<file path="src/rtl/ttl_193_sequencer.sv">
// Pin sequencer for an external 74193-style up/down counter chain.
// Turns INC/DEC/LOAD/CLEAR commands into timed CPU/CPD/PL_bar/MR strobes and mirrors the count.
module ttl_193_sequencer #(
  parameter int WIDTH   = 4,
  parameter int PULSE_W = 2,
  parameter int GAP_W   = 1
) (
  input  logic             CLK,
  input  logic             RST_bar,
  input  logic             CMD_VALID,
  output logic             CMD_READY,
  input  logic [1:0]       CMD,
  input  logic [WIDTH-1:0] CMD_DATA,
  output logic             DONE,
  output logic             CPU,
  output logic             CPD,
  output logic             MR,
  output logic             PL_bar,
  output logic [WIDTH-1:0] D,
  output logic [WIDTH-1:0] SHADOW_Q,
  output logic             CARRY,
  output logic             BORROW
);

  typedef enum logic [1:0] {CMD_INC = 2'b00, CMD_DEC = 2'b01, CMD_LOAD = 2'b10, CMD_CLEAR = 2'b11} cmd_e;
  typedef enum logic [2:0] {S_INIT, S_IDLE, S_ACTIVE, S_GAP, S_NOP} state_e;

  localparam int MAX_W = (PULSE_W > GAP_W) ? PULSE_W : GAP_W;
  localparam int CW    = $clog2(MAX_W + 1);
  localparam logic [CW-1:0] PULSE_LAST = CW'(PULSE_W - 1);
  localparam logic [CW-1:0] GAP_LAST   = CW'(GAP_W - 1);

  state_e           state, state_n;
  cmd_e             cmd_q, cmd_n;
  logic [CW-1:0]    cnt, cnt_n;
  logic [WIDTH-1:0] steps, steps_n;
  logic             booting, booting_n;
  logic             ready_n, done_n, cpu_n, cpd_n, mr_n, pl_n, carry_n, borrow_n;
  logic [WIDTH-1:0] d_n, shadow_n;

  // NOTE: every registered signal uses non-blocking assignment so all flops sample the same pre-edge values.
  always_ff @(posedge CLK or negedge RST_bar) begin
    if (!RST_bar) begin
      state     <= S_INIT;
      cmd_q     <= CMD_INC;
      cnt       <= '0;
      steps     <= '0;
      booting   <= 1'b1;
      CMD_READY <= 1'b0;
      DONE      <= 1'b0;
      CPU       <= 1'b1;
      CPD       <= 1'b1;
      MR        <= 1'b1;
      PL_bar    <= 1'b1;
      D         <= '0;
      SHADOW_Q  <= '0;
      CARRY     <= 1'b0;
      BORROW    <= 1'b0;
    end else begin
      state     <= state_n;
      cmd_q     <= cmd_n;
      cnt       <= cnt_n;
      steps     <= steps_n;
      booting   <= booting_n;
      CMD_READY <= ready_n;
      DONE      <= done_n;
      CPU       <= cpu_n;
      CPD       <= cpd_n;
      MR        <= mr_n;
      PL_bar    <= pl_n;
      D         <= d_n;
      SHADOW_Q  <= shadow_n;
      CARRY     <= carry_n;
      BORROW    <= borrow_n;
    end
  end

  // NOTE: every signal written below gets a default first, so no path can leave one unassigned and infer a latch.
  always_comb begin
    state_n   = state;
    cmd_n     = cmd_q;
    cnt_n     = cnt + 1'b1;
    steps_n   = steps;
    booting_n = booting;
    ready_n   = CMD_READY;
    done_n    = 1'b0;
    cpu_n     = CPU;
    cpd_n     = CPD;
    mr_n      = MR;
    pl_n      = PL_bar;
    d_n       = D;
    shadow_n  = SHADOW_Q;
    carry_n   = CARRY;
    borrow_n  = BORROW;

    unique case (state)
      S_INIT: begin
        if (cnt == PULSE_LAST) begin
          mr_n    = 1'b0;
          cnt_n   = '0;
          state_n = S_GAP;
        end
      end

      S_IDLE: begin
        cnt_n = '0;
        if (CMD_VALID && CMD_READY) begin
          cmd_n    = cmd_e'(CMD);
          ready_n  = 1'b0;
          carry_n  = 1'b0;
          borrow_n = 1'b0;
          steps_n  = 1'b1;
          state_n  = S_ACTIVE;
          unique case (cmd_e'(CMD))
            CMD_INC, CMD_DEC: begin
              steps_n = CMD_DATA;
              if (CMD_DATA == '0) state_n = S_NOP;
              else if (cmd_e'(CMD) == CMD_INC) cpu_n = 1'b0;
              else cpd_n = 1'b0;
            end
            CMD_LOAD: begin
              d_n  = CMD_DATA;
              pl_n = 1'b0;
            end
            CMD_CLEAR: mr_n = 1'b1;
          endcase
        end
      end

      S_ACTIVE: begin
        if (cnt == PULSE_LAST) begin
          // Releasing the strobe is the chip's active edge, so the shadow moves here.
          cpu_n   = 1'b1;
          cpd_n   = 1'b1;
          pl_n    = 1'b1;
          mr_n    = 1'b0;
          steps_n = steps - 1'b1;
          cnt_n   = '0;
          state_n = S_GAP;
          unique case (cmd_q)
            CMD_INC: begin
              shadow_n = SHADOW_Q + 1'b1;
              if (&SHADOW_Q) carry_n = 1'b1;
            end
            CMD_DEC: begin
              shadow_n = SHADOW_Q - 1'b1;
              if (SHADOW_Q == '0) borrow_n = 1'b1;
            end
            CMD_LOAD:  shadow_n = D;
            CMD_CLEAR: shadow_n = '0;
          endcase
        end
      end

      S_GAP: begin
        if (cnt == GAP_LAST) begin
          cnt_n = '0;
          if (booting) begin
            booting_n = 1'b0;
            ready_n   = 1'b1;
            state_n   = S_IDLE;
          end else if (steps != '0) begin
            state_n = S_ACTIVE;
            if (cmd_q == CMD_INC) cpu_n = 1'b0;
            else cpd_n = 1'b0;
          end else begin
            done_n  = 1'b1;
            ready_n = 1'b1;
            state_n = S_IDLE;
          end
        end
      end

      S_NOP: begin
        done_n  = 1'b1;
        ready_n = 1'b1;
        cnt_n   = '0;
        state_n = S_IDLE;
      end

      default: state_n = S_INIT;
    endcase
  end

endmodule

</file>
<file path="config.mk">
export PLATFORM = sky130hd
export DESIGN_NAME = ttl_193_sequencer
export DESIGN_NICKNAME = d
export VERILOG_FILES = /design/src/rtl/ttl_193_sequencer.sv
export SDC_FILE = /design/constraint.sdc
export NUM_CORES = 1
export LEC_CHECK = 0
export ABC_CLOCK_PERIOD_IN_PS = 2700
export CAP_MARGIN = 10
export CELL_PAD_IN_SITES_DETAIL_PLACEMENT = 0
export CELL_PAD_IN_SITES_GLOBAL_PLACEMENT = 1
export CORE_MARGIN = 5
export CORE_UTILIZATION = 30
export CTS_CLUSTER_SIZE = 16
export DETAILED_ROUTE_END_ITERATION = 10
export PLACE_DENSITY = 0.65
export SYNTH_ARGS = -nofsm -noshare
export SYNTH_HDL_FRONTEND = slang
export SYNTH_SLANG_ARGS = --single-unit
export TNS_END_PERCENT = 1
</file>
<file path="constraint.sdc">
create_clock -name CLK -period 2.7 [get_ports CLK]
set_input_delay 0.54 -clock CLK [delete_from_list [all_inputs] [get_ports CLK]]
set_output_delay 0.54 -clock CLK [all_outputs]
set_load 0.01 [all_outputs]
</file>
* Word level (Yosys, flattened, before mapping)
Index checks and enable logic that the tools add are counted.
** Storage, ports and cells
- Flip-flop bits (word level) :: 28
- Output and inout port bits :: 16
- Word-level logic and storage cells :: 137
- Input port bits :: 9
** Operators by class
- Add/sub/neg operators :: 4
- Reductions and logical operators :: 29
- Multiplexer cells :: 59
- Equality and inequality tests :: 30
** Operators by type and width (number)
- 1-bit two-way mux :: 35
- 2-bit != test, second input constant :: 15
- 10-bit AND reduction :: 2
- 4-bit case mux with 4 select lines :: 1
- 4-bit AND reduction :: 4
- 3-bit two-way mux :: 5
- 4-bit two-way mux :: 3
- 3-bit case mux with 4 select lines :: 1
- 1-bit case mux with 2 select lines :: 5
- 5-bit AND reduction :: 2
- 1-bit case mux with 3 select lines :: 3
- 3-bit AND reduction :: 3
- 2-bit == test, second input constant :: 4
- 4-bit logical NOT :: 2
- 2-bit two-way mux :: 4
- 4-bit case mux with 2 select lines :: 1
- 4-bit by 1-bit subtractor with 4-bit output, second input constant :: 2
- 2-bit by 1-bit == test with 1-bit output, second input constant :: 3
- 3-bit by 2-bit == test with 1-bit output, second input constant :: 2
- 2-bit logical NOT :: 3
- 2-bit by 1-bit != test with 1-bit output, second input constant :: 3
- 2-bit case mux with 3 select lines :: 1
- 2-bit AND reduction :: 3
- 3-bit nonzero test :: 2
- other kinds (10) :: 13

* Depth between registers and ports, before layout
Gate-level depths: netlist of run 1.
- Depth in word-level cells :: 6
- Gate-level depth with buffers :: 8
- Depth with buffers taken out :: 7

* Worst setup path after synthesis of run 1
Ideal clock, no wire load.
- Kind :: reg2reg
- Start :: reg cmd_q[1]
- End :: reg SHADOW_Q[2]
- Data arrival time :: 1.724 ns
- Slack :: 0.855 ns
- Period minus slack after synthesis :: 1.845 ns
- Required time :: 2.579 ns
- Cell stages (with the launch flop) :: 9
- Setup time :: 0.121 ns
- Buffers on the path :: 1
- Cell sequence :: dfrtp_1 clkbuf_1 or2b_1 xnor2_1 ha_1 nor2_1 mux2_2 a22o_1 a22o_1
** Between the ends
- Word-level cells in the longest chain between the ends :: 2
- Elaborated cells on any way between the ends :: 5
- Classes of those cells :: eq/ne (3); mux (1); reduce/logical (1)
** RTL lines
- start: declaration :: line 34 : cmd_e cmd_q, cmd_n;
- start signal: assignment :: line 61 : cmd_q <= cmd_n;
- 2-bit == test (tied with other cells) :: line 140 : unique case (cmd_q)
- 4-bit case mux with 4 select lines (*) :: line 140
- end signal: assignment :: line 72 : SHADOW_Q <= shadow_n;
- end: declaration :: line 20 : output logic [WIDTH-1:0] SHADOW_Q,
Mark *: on every way between the ends. The rest lies on a longest branch, timed or not.
A chain may end at the register's enable or synchronous reset.

* Final worst setup path of run 1
- Start :: reg state[0]
- End :: reg D[0]
** Between the ends
- Word-level cells in the longest chain between the ends :: 2
** RTL lines
- start: declaration :: line 33 : state_e state, state_n;
- start signal: assignment :: line 60 : state <= state_n;
- 3-bit by 1-bit == test with 1-bit output :: line 96 : unique case (state)
- 3-bit AND reduction (no source line)
- end signal: assignment :: line 71 : D <= d_n;
- end: declaration :: line 19 : output logic [WIDTH-1:0] D,
Every way passes these cells.

==> results of run 1 <==
[synth_stat cells (3+ instances only)]
cell / number / share of area (%)
dfrtp_1: 23 / 36
nand2b_1: 3 / 1.2
a21o_1: 3 / 1.4
nor2_1: 25 / 5.9
a22o_1: 4 / 2.2
o21ai_1: 4 / 1.3
a21oi_1: 13 / 4.1
ha_1: 5 / 3.9
inv_1: 6 / 1.4
nor2b_1: 5 / 2.0
nand3b_1: 3 / 1.4
nand2_1: 8 / 1.9
dfstp_2: 5 / 8.2
mux2_1: 7 / 4.9
nor3_1: 3 / 0.94
buf_2: 6 / 1.9
[metrics by stage]
step                      instances  area (um^2)
after floorplan                 161         1590
after global placement          249         1900
after detailed placement        249         1900
after CTS                       253         1950
after global routing            253         1950
final                           253         1950
[routing by layer]
| layer | part of all wire [%] | global-route usage (%) | up-vias |
|---|---|---|---|
| met4 | 0.61 | 2.67 | 0 |
| met1 | 47 | 14.1 | 630 |
| met2 | 48 | 18.4 | 19 |
| met3 | 4.1 | 2.67 | 4 |
| met5 | 0 | 0 | - |
| li1 | - | - | 619 |
[kinds of logic after synthesis]
kind of cell | count (synthesis) | synth area share, %
and+or+nand+nor | 60 | 20.9
AOI/OAI and AO/OA | 43 | 19.2
DFF | 28 | 44.3
buffers and inverters | 14 | 3.77
muxes | 10 | 7.30
adders and majority gates | 5 | 3.92
xor gates and xnor gates | 1 | 0.550
[critical path, stage by stage, from the launching register on]
cell	delay, ns
dfrtp_1	0.67
nor2b_1	0.33
nand2_1	0.10
nor3_2	0.35
mux2_1	0.37
[power breakdown]
group | internal, mW | total, mW | leakage [nW] | switching (mW)
clock network | 0.131 | 0.265 | 0.0288 | 0.135
logic | 0.526 | 0.993 | 0.473 | 0.467
registers | 0.580 | 0.790 | 0.337 | 0.210
[cell type report]
type                       instances  area, um^2
sequential                        28         707
tap                               70        87.6
timing repair buffer              26         255
inverter                           6        22.5
clock buffer                       4        55.1
fill                             550        3190
multi-input combinational        119         827
[how the worst min path moves through the flow]
| stage | to | depth (start not counted) | slack, ns |
|---|---|---|---|
| 2_1_floorplan | BORROW | 0 | 0.24 |
| 3_3_place_gp | booting | 1 | 0.48 |
| 3_5_place_dp | booting | 1 | 0.49 |
| 4_1_cts | booting | 1 | 0.50 |
| 5_1_grt | booting | 1 | 0.53 |
| 6_report | booting | 1 | 0.51 |
[registers in the layout, indices dropped and copies added, names as in the netlist]
| register | flops |
|---|---|
| BORROW | 1 |
| CARRY | 1 |
| CMD_READY | 1 |
| CPD | 1 |
| CPU | 1 |
| D | 4 |
| DONE | 1 |
| MR | 1 |
| PL_bar | 1 |
| SHADOW_Q | 4 |
| booting | 1 |
| cmd_q | 2 |
| cnt | 2 |
| state | 3 |
| steps | 4 |
==> impl_metrics.tcl, run 1 <==
set metrics [dict create \
    crit_required_ns 2.87 \
    drtAntennaViolNets 0 \
    finalHoldViolations 0 \
    post-place-ws_ns 0.551 \
    clkLatencyLatePin_ns 0.27 \
    cts_buffer_depth 2 \
    syn_inst 161 \
    ys_ff_latch 28 \
    synth_area_mm2 0.00159 \
    area_delta_synth_final_pct 22.6 \
    status "completed" \
    power_density_mw_per_mm2 1050 \
    maxSlewViolCount 0 \
    cts.repair.resized 0 \
    startpoint "state[0]" \
    rsz0062_at_grt "no" \
    syn_area_per_cell_um2 9.90 \
    drt_iter0_drc 70 \
    drc_errors 0 \
    r2r_start "state[0]" \
    worstMarginPinSlew_ns 0.746 \
    fin_crit_sh_pct 71.2 \
    r2r_slack_ns 0.78 \
    reg2reg_depth 4 \
    layout_commonest_cell "nor2_1" \
    synthArstFlopShare_pct 100 \
    num_antenna_cells 0 \
    die_width_um 82.9 \
    syn_nets 175 \
    endpoint "D[0]" \
    rows 26 \
    setup_slack_ns 0.779 \
    power_mw 2.05 \
    clockRootBuffer "clkbuf_8" \
    drive_above_1_share_pct 9.29 \
    final_util_pct 38.0 \
    end_kind "flip-flop" \
    cts_hold_buf 0 \
    first_pass_iters 4 \
    netlist-cell-type-count 44 \
    period_minus_slack_ns 1.92 \
    nets 198 \
    hold_start "booting" \
    io_pins 25 \
    maxCapViolCount 0 \
    cts_setup_buffers 0 \
    cts_tree "done" \
    worstPathArrival_ns 2.09 \
    clock.fmax_mhz 520 \
    detailed_place_hpwl_um 2770 \
    whs_ns 0.506 \
    critPathMaxFanout 18 \
    drt-wirelength-per-cell_um 14.8 \
    vias 1272 \
    ys.flop_type "dfrtp_1" \
    grt_pass1_vias 1300 \
    grt_usage_pct 10.9 \
    worstReg2RegEnd "D[0]" \
    setup_tns_ns 0 \
    overflow 0 \
    vias_per_cell 5.03 \
    floorplan.initialDensity_pct 31.0 \
    crit_path_start_kind "flip-flop" \
    seq_area_frac_synth_pct 44.3 \
    wl_um 3740 \
    slew_headroom_pct 50.2 \
    clk_pin_slew_ns 0.10 \
    die_h_um 82.9 \
    cts.htree.levels 1 \
    grt_first_pass_wirelength_um 6350 \
    ir_drop_v 0.000342 \
    antenna_found_initial 0 \
    leakage_nw 0.839 \
    final_cell_mix "nor2_1 (25), clkdlybuf4s50_1 (24), dfrtp_1 (23), a21oi_1 (13), nand2_1 (8)" \
    crit_type "flip-flop to flip-flop" \
    cts_buffers 3 \
    core_area_mm2 0.00514 \
    finClkSkew_ns 0.00328 \
    place_congestion 0.851 \
    ys_warn_count 0 \
    io_buffers 24 \
    worstHoldPathType "flip-flop to flip-flop" \
    die-area_mm2 0.00687 \
    setup_viol 0 \
    synth_edf_count 0 \
    cts_sinks 28 \
    grt_max_degree 29 \
]
Power figures use the tool's default switching activity.
==> inputs of run 2 (changes only) <==
- ABC_CLOCK_PERIOD_IN_PS: 2700 -> 1890
- clock period: 2.7 -> 1.89 ns (I/O delays scaled with it)
==> run 2 against run 1 <==
Critical path depth increased by 3. Highest routed layer unchanged. Hold slack got worse by 0.022 ns. Critical path type unchanged. Largest cell class unchanged. Power up 44%.
==> impl_metrics.tcl, run 2 (synthesized netlist as in run 1, its figures left out) <==
set metrics [dict create \
    nets 209 \
    grt_usage_pct 11.1 \
    clk_pin_slew_ns 0.10 \
    grt_pass1_vias 1358 \
    io_pins 25 \
    die_width_um 82.9 \
    cts.htree.levels 1 \
    clockPowerShare_pct 11.4 \
    final_cell_mix "nor2_1 (25), clkdlybuf4s50_1 (24), dfrtp_1 (23), a21oi_1 (13), buf_4 (13)" \
    worstPathArrival_ns 1.96 \
    drt-wirelength-per-cell_um 14.2 \
    floorplan.initialDensity_pct 31.0 \
    ir_drop_v 0.000549 \
    cts_buffers 3 \
    period_minus_slack_ns 1.79 \
    p_switching_mw 1.16 \
    detailed_place_hpwl_um 2830 \
    drtAntennaViolNets 0 \
    switching_share_pct 39.3 \
    place_congestion 0.816 \
    maxCapViolCount 0 \
    power_mw 2.95 \
    setup_viol 0 \
    leakage_nw 0.890 \
    crit_type "flip-flop to flip-flop" \
    num_antenna_cells 0 \
    die_h_um 82.9 \
    cts_hold_buf 0 \
    end_kind "flip-flop" \
    core_area_mm2 0.00514 \
    worstMarginPinSlew_ns 0.476 \
    clkLatencyLatePin_ns 0.27 \
    antenna_found_initial 0 \
    slew_headroom_pct 68.3 \
    first_pass_iters 4 \
    drive_above_1_share_pct 14.4 \
    vias 1294 \
    vias_per_cell 4.90 \
    finClkSkew_ns 0.00730 \
    worstHoldPathType "primary input to async pin" \
    power.internal_mw 1.79 \
    cts.repair.resized 0 \
    finalHoldViolations 0 \
    seqPwrFrac_pct 36.6 \
    rows 26 \
    clockRootBuffer "clkbuf_8" \
    setup_tns_ns 0 \
    die-area_mm2 0.00687 \
    area_delta_synth_final_pct 27.5 \
    status "completed" \
    cts_tree "done" \
    reg2reg_depth 7 \
    cts_buffer_depth 2 \
    io_buffers 24 \
    drc_errors 0 \
    clock.fmax_mhz 558 \
    crit_required_ns 2.05 \
    fin_crit_sh_pct 94.9 \
    drt_iter0_drc 45 \
    cts_sinks 28 \
    grt_max_degree 29 \
    layout_commonest_cell "nor2_1" \
    critPathMaxFanout 5 \
    power_density_mw_per_mm2 1450 \
    grt_first_pass_wirelength_um 6490 \
    crit_path_start_kind "flip-flop" \
    rsz0062_at_grt "yes" \
    power_frac_comb_pct 52.1 \
    wl_um 3750 \
    biggestRegsByFlops "D (4), SHADOW_Q (4), steps (4)" \
    maxSlewViolCount 0 \
    overflow 0 \
    cts_setup_buffers 0 \
]
## run 2: cell type report
cell class                      instances  area [um^2]
Fill cell                             546         3110
Multi-Input combinational cell        119          832
Sequential cell                        28          707
Timing Repair Buffer                   37          338
Tap cell                               70         87.6
Clock buffer                            4         45.0
Inverter                                6         22.5
## run 2: worst max-delay path, stage by stage, from the launching register on
cell and delay, ns:
dfrtp_1 0.41, or2b_1 0.26, xnor2_1 0.14, ha_1 0.18, nor2_1 0.04, mux2_2 0.27, a22o_1 0.21, a22o_1 0.17
## run 2: per-layer routing
layer	track usage [%]	vias to the layer above	routed length [um]
met4	3.42	0	13
met5	0	-	0
met3	1.98	2	119
li1	-	648	-
met2	18.3	15	1740
met1	14.9	629	1870
## run 2: power by group through the flow
stage                     sequential, mW  clock (mW)  combinational (mW)
final                               1.08       0.336                1.53
after global routing                1.11       0.376                1.72
after CTS                           1.07       0.357                1.55
after detailed placement            1.08           0                1.54
after global placement              1.08           0                1.51
after floorplan                     1.05           0                1.01
## run 2: worst paths after layout
path / from / end / slack, ns
setup / recovery: cmd_q[0] / SHADOW_Q[2] / 0.1
hold / removal: RST_bar / CMD_READY / 0.48
setup reg to reg: cmd_q[0] / SHADOW_Q[2] / 0.1
hold reg to reg: booting / booting / 0.51
max in group asynchronous: RST_bar / CPU / 1.08
min in group CLK: booting / booting / 0.51
## run 2: through the flow
stage	setup slack, ns	hold slack, ns	instance area [um^2]	instances	utilization [%]
after floorplan	0.0448	0.0824	1590	161	-
after global placement	0.0260	0.482	1980	260	38.6
after detailed placement	-0.00294	0.485	1980	260	38.6
after CTS	0.0820	0.490	2030	264	39.4
after global routing	-0.00738	0.509	2030	264	39.5
final	0.0968	0.484	2030	264	39.5
==> patch, RTL diff (config.mk and constraints of run 1) <==
Set the parameter `WIDTH` to 6 (it was 4).
--- a/src/rtl/ttl_193_sequencer.sv
+++ b/src/rtl/ttl_193_sequencer.sv
@@ -1,7 +1,7 @@
 // Pin sequencer for an external 74193-style up/down counter chain.
 // Turns INC/DEC/LOAD/CLEAR commands into timed CPU/CPD/PL_bar/MR strobes and mirrors the count.
 module ttl_193_sequencer #(
-  parameter int WIDTH   = 4,
+  parameter int WIDTH   = 6,
   parameter int PULSE_W = 2,
   parameter int GAP_W   = 1
 ) (
Ports: changed (resized CMD_DATA, D and SHADOW_Q); port bits go from 25 to 31. No check against the original RTL was run, so the function may have changed too.
==> patch against run 1 <==
- setup slack got worse by 0.16 ns
- global-route usage increased by 1.5 points
- final area increased by 29%
- core utilization decreased by 0.43 points
- power increased by 17%
- register-to-register slack got worse by 0.098 ns
- sequential cell count increased by 6
- worst hold slack got worse by 0.021 ns
- clock skew increased by 0.0088 ns
- sequential share of layout area decreased by 2.2 points
- count of clock-buffer cells in the layout increased by 1
- routed wire length increased by 36%
- area after synthesis increased by 29%
- combinational power about the same
- critical path type is now primary input to flop
- largest power group unchanged
==> patch: results (changes against run 1) <==
| Metric | Value |
|---|---|
| Outcome | `complete, no violations (unchanged)` |
| Top Registers | `D x6, SHADOW_Q x6, steps x6 (was D x4, SHADOW_Q x4, steps x4)` |
| Multi-In Gates | `162 (was 119)` |
| FF-to-FF path depth | `7 (was 4)` |
| Via count | `1774 (was 1272)` |
| Leakage power | `1.04 nW (was 0.839 nW)` |
| Met2 Resource Use GR | `20.1% (was 18.4%)` |
| Global-route usage over all layers | `12.4% (was 10.9%)` |
| Clk_lat worst skew | `0.29 ns (was 0.27 ns)` |
| CP arrival | `2.25 ns (was 2.09 ns)` |
| Sequential area share after synthesis | `41.8% (was 44.3%)` |
| Post-route minimum period | `2.08 ns (was 1.92 ns)` |
| Inverters excl. clock | `12 (was 6)` |
| TritonCTS Buffers | `5 (was 3)` |
| Iteration-0 DRC Markers | `57 (was 70)` |
| Number of port buffers | `30 (was 24)` |
| Clock-cell share of area | `5.45% (was 2.82%)` |
| Nets | `265 (was 198)` |
| Post-Route Hold Slack | `0.484 ns (was 0.506 ns)` |
| Final clock skew | `0.0121 ns (was 0.00328 ns)` |
| Setup CP Type | `primary input to flop (was flop to flop)` |
| M3 GR Usage | `2.52% (was 2.67%)` |
| # fillers | `676 (was 550)` |
| Post-synth cell types | `56 (was 44)` |
| Bufs w/o clock | `33 (was 26)` |
| GR Util met1 | `16.6% (was 14.1%)` |
| Vias in the first global route | `1733 (was 1300)` |
| Slowest-stage cell, CP | `clkdlybuf4s50_1 (was dfrtp_1)` |
| Setup crit end | `D[5]$_DFFE_PN0P_ (was D[0]$_DFFE_PN0P_)` |
| VDD IR-drop max | `0.365 mV (was 0.342 mV)` |
| WL per Instance | `15.5 um (was 14.8 um)` |
| Hold Startpoint | `CPU$_DFFE_PN1P_ (was booting$_DFFE_PN1P_)` |
| Pin count of the biggest net entering global routing | `35 (was 29)` |
| Buffer share of cell area | `12.8% (was 13.1%)` |
| Crit Path Max Fanout | `7 (was 18)` |
-- patch: through the flow --
stage          cells  area (um2)  util [%]
4_1_cts          329        2530      37.6
3_3_place_gp     321        2390      35.5
5_1_grt          329        2530      37.6
6_report         329        2530      37.6
3_5_place_dp     321        2390      35.5
2_1_floorplan    223        2050         -
-- patch: cells by family (layout without fill, tap and decap cells) --
family | Yosys count | after routing | share of synthesized area (%)
simple gates | 80 | 80 | 21.9
compound gates | 65 | 65 | 20.5
flops | 34 | 34 | 41.8
buf+inv | 27 | 53 | 6.35
mux | 10 | 10 | 5.37
fa+ha+maj | 6 | 6 | 3.66
xor+xnor | 1 | 1 | 0.427
-- patch: routing by layer --
layer / vias to the layer above / share of wire, %
met5: - / 0
met4: 0 / 0.86
met3: 4 / 4.5
met2: 44 / 49
met1: 860 / 46
li1: 866 / -
-- patch: where the power goes --
part,switching [W],leakage (nW),internal (W)
Sequential,0.000184,0.418,0.000656
Combinational,0.000530,0.558,0.000462
Clock,0.000203,0.0683,0.000370
